$ cat src/rtl/lfsr_gen.sv
// lfsr_gen: parametrised Fibonacci LFSR with a valid/ready output stream,
// run-time seed load and all-zero lockup recovery.
// Optional: define LFSR_GEN_STEP_CNT_EN to add step_cnt_o (accepted-beat count).
module lfsr_gen #(
    parameter int unsigned WIDTH = 32,
    parameter logic [63:0] TAPS  = 64'h0000_0000_088C_8892,
    parameter logic [63:0] SEED  = 64'h0000_0000_00BD_43C4,
    parameter int unsigned STEP  = 1
) (
    input  logic             clk_i,
    input  logic             reset_i,
    input  logic             en_i,
    input  logic             seed_we_i,
    input  logic [WIDTH-1:0] seed_i,
    output logic             rnd_valid_o,
    input  logic             rnd_ready_i,
    output logic [STEP-1:0]  rnd_o,
    output logic [WIDTH-1:0] state_o,
    output logic             lockup_o
`ifdef LFSR_GEN_STEP_CNT_EN
    ,
    output logic [31:0]      step_cnt_o
`endif
);

    localparam logic [WIDTH-1:0] TAPS_W = TAPS[WIDTH-1:0];
    localparam logic [WIDTH-1:0] SEED_W = SEED[WIDTH-1:0];

    typedef enum logic {
        IDLE = 1'b0,
        RUN  = 1'b1
    } fsm_e;

    fsm_e             fsm_q;
    logic [WIDTH-1:0] state_q;
    logic [WIDTH-1:0] state_d;
    logic [WIDTH-1:0] step_d;
    logic             lockup_q;
    logic             lockup_d;
    logic             valid;
    logic             accept;
    logic             zero_state;

    // A seed write hides the beat so the consumer never takes a stale word.
    assign valid      = (fsm_q == RUN) && !seed_we_i;
    assign accept     = valid && rnd_ready_i;
    assign zero_state = (state_q == '0);

    // STEP single shifts unrolled; feedback enters bit 0 each time.
    always_comb begin
        step_d = state_q;
        for (int i = 0; i < int'(STEP); i++) begin
            step_d = {step_d[WIDTH-2:0], ^(step_d & TAPS_W)};
        end
    end

    // Next state: seed load beats lockup recovery, which beats an advance.
    always_comb begin
        state_d  = state_q;
        lockup_d = 1'b0;
        if (seed_we_i) begin
            if (seed_i == '0) begin
                state_d  = SEED_W;
                lockup_d = 1'b1;
            end else begin
                state_d = seed_i;
            end
        end else if (zero_state) begin
            state_d  = SEED_W;
            lockup_d = 1'b1;
        end else if (accept) begin
            state_d = step_d;
        end
    end

    // State register and the one-cycle lockup pulse.
    always_ff @(posedge clk_i or posedge reset_i) begin
        if (reset_i) begin
            state_q  <= SEED_W;
            lockup_q <= 1'b0;
        end else begin
            state_q  <= state_d;
            lockup_q <= lockup_d;
        end
    end

    // Stream FSM: RUN while enabled, unaffected by seed writes.
    always_ff @(posedge clk_i or posedge reset_i) begin
        if (reset_i) begin
            fsm_q <= IDLE;
        end else begin
            unique case (fsm_q)
                IDLE: if (en_i) fsm_q <= RUN;
                RUN:  if (!en_i) fsm_q <= IDLE;
                default: fsm_q <= IDLE;
            endcase
        end
    end

`ifdef LFSR_GEN_STEP_CNT_EN
    logic [31:0] cnt_q;

    // Accepted-beat counter, restarted by any seed write.
    always_ff @(posedge clk_i or posedge reset_i) begin
        if (reset_i) begin
            cnt_q <= '0;
        end else if (seed_we_i) begin
            cnt_q <= '0;
        end else if (accept) begin
            cnt_q <= cnt_q + 32'd1;
        end
    end

    assign step_cnt_o = cnt_q;
`endif

    assign rnd_valid_o = valid;
    assign rnd_o       = state_q[STEP-1:0];
    assign state_o     = state_q;
    assign lockup_o    = lockup_q;

endmodule

$ cat config.mk
export PLATFORM = sky130hd
export DESIGN_NAME = lfsr_gen
export DESIGN_NICKNAME = d
export VERILOG_FILES = /design/src/rtl/lfsr_gen.sv
export SDC_FILE = /design/constraint.sdc
export NUM_CORES = 1
export LEC_CHECK = 0
export CAP_MARGIN = 10
export CORE_ASPECT_RATIO = 0.8
export CORE_MARGIN = 10
export CORE_UTILIZATION = 58
export DETAILED_ROUTE_END_ITERATION = 8
export DONT_BUFFER_PORTS = 1
export GPL_TIMING_DRIVEN = 0
export PLACE_DENSITY = 0.74
export SYNTH_ARGS = -nofsm -noshare
export SYNTH_HDL_FRONTEND = slang
export SYNTH_SLANG_ARGS = --single-unit
$ cat constraint.sdc
create_clock -name clk_i -period 4.35 [get_ports clk_i]
set_clock_uncertainty 0.2 [all_clocks]
set_input_delay 0.6525 -clock clk_i [delete_from_list [all_inputs] [get_ports clk_i]]
set_output_delay 0.6525 -clock clk_i [all_outputs]
set_load 0.01 [all_outputs]
==> impl_metrics.prom <==
# TYPE chip_impl_metric gauge
chip_impl_info{name="reg2reg_to",value="state_o[9]"} 1
chip_impl_metric{name="drt_wl_total",unit="mm"} 6.20
chip_impl_metric{name="detail_route.first_pass.iterations",unit=""} 5
chip_impl_metric{name="fin_crit_sh",unit="%"} 54.0
chip_impl_metric{name="clock_latency",unit="ps"} 290
chip_impl_metric{name="cts.repair_timing.setup_buffer_count",unit=""} 0
chip_impl_metric{name="max-clock-path-buffers",unit=""} 2
chip_impl_metric{name="effective_utilization_at_floorplan",unit="%"} 61.7
chip_impl_metric{name="ys_seq_elements",unit=""} 34
chip_impl_info{name="setup_repair_after_global_routing_missed_its_margin",value="no"} 1
chip_impl_metric{name="place_congestion",unit=""} 0.908
chip_impl_metric{name="core-area",unit="µm²"} 3180
chip_impl_metric{name="routedWlPerCell",unit="µm"} 23.9
chip_impl_metric{name="clkSinkCount",unit=""} 34
chip_impl_metric{name="pin_count",unit=""} 72
chip_impl_info{name="cts_tree",value="built"} 1
chip_impl_metric{name="port-buffer-count",unit=""} 0
chip_impl_metric{name="initialDrtViolationCount",unit=""} 258
chip_impl_metric{name="globalRoute.totalOverflow",unit=""} 0
chip_impl_metric{name="detail_route.drc_violations",unit=""} 0
chip_impl_metric{name="vertical_die_dimension",unit="µm"} 72
chip_impl_info{name="category_of_the_worst_setup_path_capture_point",value="register"} 1
chip_impl_metric{name="cp_data_required_time",unit="ps"} 4360
chip_impl_info{name="worst-setup-path-type",value="reg -> reg"} 1
chip_impl_metric{name="grt_max_degree",unit=""} 35
chip_impl_info{name="worstReg2RegStart",value="state_o[18]"} 1
chip_impl_info{name="ctsRootBufferMaster",value="clkbuf_8"} 1
chip_impl_metric{name="worst-slew-pin-transition",unit="ps"} 730
chip_impl_metric{name="yosysWarnings",unit=""} 0
chip_impl_info{name="worstHoldPathType",value="in -> async"} 1
chip_impl_metric{name="post_synth_instance_area",unit="µm²"} 1960
chip_impl_metric{name="cts_made_buffers",unit=""} 5
chip_impl_metric{name="die_x_extent",unit="µm"} 85.0
chip_impl_metric{name="time_the_worst_path_needs_with_i_o_delays_and_setup",unit="ps"} 2350
chip_impl_metric{name="syn_inst",unit=""} 211
chip_impl_metric{name="fmax",unit="MHz"} 426
chip_impl_metric{name="layoutNonFillerInstCount",unit=""} 259
chip_impl_metric{name="dr_total_vias",unit=""} 1824
chip_impl_metric{name="first_global_vias",unit=""} 1803
chip_impl_metric{name="place_inst",unit=""} 251
chip_impl_metric{name="ys_seq_area_share",unit="%"} 44.2
chip_impl_metric{name="synthToLayoutAreaGrowth",unit="%"} 7.21
chip_impl_metric{name="clkTransAtPathRegs",unit="ps"} 70
chip_impl_metric{name="antenna-diode-count",unit=""} 0
chip_impl_metric{name="synth_area_per_cell",unit="µm²"} 9.29
chip_impl_metric{name="setup_tns",unit="ps"} 0
chip_impl_metric{name="row_count",unit=""} 18
chip_impl_metric{name="power.static_leakage",unit="nW"} 0.860
chip_impl_metric{name="vdd.ir_drop.worst",unit="V"} 0.000266
chip_impl_metric{name="postSynthNetCount",unit=""} 249
chip_impl_metric{name="wire_length_of_the_first_global_routing_pass",unit="mm"} 9.86
chip_impl_metric{name="synthDistinctLibCells",unit=""} 26
chip_impl_metric{name="die-area",unit="µm²"} 6120
chip_impl_metric{name="detailedPlacementHpwl",unit="mm"} 4.70
chip_impl_info{name="outcome",value="finished, final reports clean"} 1
chip_impl_metric{name="rrSetupSlack",unit="ps"} 2000
chip_impl_metric{name="fillerInstances",unit=""} 252
chip_impl_metric{name="final-max-slew-violation-count",unit=""} 0
chip_impl_metric{name="critical_path_peak_fanout",unit=""} 10
chip_impl_info{name="worst_setup_path_start_kind",value="register"} 1
chip_impl_metric{name="antenna_found_initial",unit=""} 0
chip_impl_metric{name="grt_util_all_layers",unit="%"} 19.8
chip_impl_metric{name="arrival",unit="ps"} 2360
chip_impl_metric{name="antenna_left",unit=""} 0
chip_impl_metric{name="routed_via_density",unit=""} 7.04
chip_impl_metric{name="htreeDepth",unit=""} 2
chip_impl_metric{name="timing_hold_violations_final",unit=""} 0
chip_impl_metric{name="worst_r2r_path_depth",unit=""} 7
chip_impl_metric{name="finalSetupViolCount",unit=""} 0
chip_impl_metric{name="fin_util",unit="%"} 66.2
chip_impl_metric{name="slew_headroom",unit="%"} 51.3
chip_impl_metric{name="num-nets-final",unit=""} 256
chip_impl_metric{name="pwr_density",unit="nW/µm²"} 382
chip_impl_metric{name="maxCapViolations",unit=""} 0
chip_impl_metric{name="post_route_cells_drive_above_1_share",unit="%"} 11.0
chip_impl_metric{name="holdBufCountCts",unit=""} 0
chip_impl_metric{name="post_cts_resize_count",unit=""} 0
## cells by family (layout without fill, tap and decap cells)
kind of cell               Yosys count  count (layout)  synth area share, %
AOI/OAI and AO/OA                   72              72                 21.8
and+or+nand+nor                     58              58                 16.1
DFF                                 34              34                 44.2
buffers and inverters               20              28                 4.47
muxes                               19              19                 9.70
xor gates and xnor gates             7               7                 3.13
adders and majority gates            1               1                0.638
## layer usage
layer	part of all wire, %	up-vias	track usage, %
li1	-	795	-
met2	45	132	29.0
met3	15	14	9.49
met1	38	883	25.3
met4	1.4	0	6.02
met5	0	-	0
## through the flow
step	instance area, µm²	hold WS [ps]	total power [W]	setup WS [ps]
6_report	2100	160	0.000804	2000
5_1_grt	2100	179	0.000840	1930
4_1_cts	2100	187	0.000802	2060
3_5_place_dp	2010	415	0.000563	1870
3_3_place_gp	2010	414	0.000556	1970
2_1_floorplan	1960	394	0.000520	2450
## power breakdown
group	total [W]	internal [W]	switching, W	leakage [nW]
Combinational	0.000133	0.0000632	0.0000695	0.418
Clock	0.000244	0.000128	0.000116	0.0482
Sequential	0.000427	0.000359	0.0000676	0.395
## synthesized netlist by cell type, drive strengths merged
| cell type | n | area share (%) |
|---|---|---|
| a21o | 1 | 0.38 |
| a21oi | 13 | 3.3 |
| a32o | 12 | 6.1 |
| and2 | 1 | 0.32 |
| buf | 7 | 2.0 |
| clkbuf | 10 | 1.9 |
| dfrtp | 22 | 28 |
| dfstp | 12 | 16 |
| ha | 1 | 0.64 |
| inv | 3 | 0.57 |
| mux2i | 19 | 9.7 |
| nand2 | 20 | 3.8 |
| nand4 | 4 | 1.3 |
| nor2 | 2 | 0.38 |
| nor2b | 13 | 4.1 |
| nor3 | 2 | 0.51 |
| nor3b | 1 | 0.38 |
| nor4 | 14 | 4.5 |
| nor4b | 1 | 0.77 |
| o21ai | 45 | 11 |
| o21ba | 1 | 0.51 |
| xnor2 | 7 | 3.1 |
## layout make-up
class	instances	area, µm²	share of cell area (%)
buffer	17	76.3	3.63
inverter	3	11.3	0.536
clock buffer	7	86.3	4.11
tap	40	50.0	2.38
clock inverter	1	5.00	0.238
sequential	34	866	41.2
multi-input combinational	157	1010	47.9
## how the worst max path moves through the flow
stage                            from          end  slack [ps]  cells past startpoint
after CTS                 state_o[18]   state_o[9]        2060                      7
after global routing      state_o[18]   state_o[9]        1930                      7
after detailed placement   seed_i[25]   state_o[8]        1870                      5
after global placement     seed_i[25]   state_o[8]        1970                      5
final                     state_o[18]   state_o[9]        2000                      7
after floorplan           state_o[18]  state_o[14]        2450                      7
## sequential cells by signal, summed over array words and instances, names as in the netlist
name and flops:
fsm_q 1, state_o 32, lockup_o 1
## cells in the final DEF (no fill, tap or decap), types with 3 or more instances in the layout
master / n
dfstp_2: 12
nor4_1: 14
o21ai_1: 3
dfrtp_1: 22
nor2b_1: 13
clkbuf_1: 11
clkbuf_8: 6
o21ai_0: 42
a21oi_1: 13
mux2i_1: 19
buf_1: 4
nand2_1: 20
a32o_1: 12
nand4_1: 4
xnor2_1: 7
## critical path, cell delays in order (launching register included)
cell	delay, ps
dfstp_2	600
inv_1	60
ha_1	200
nor4b_2	160
nand4_1	210
clkbuf_1	370
o21ai_0	220
a32o_1	260
Power figures use the tool's default switching activity.
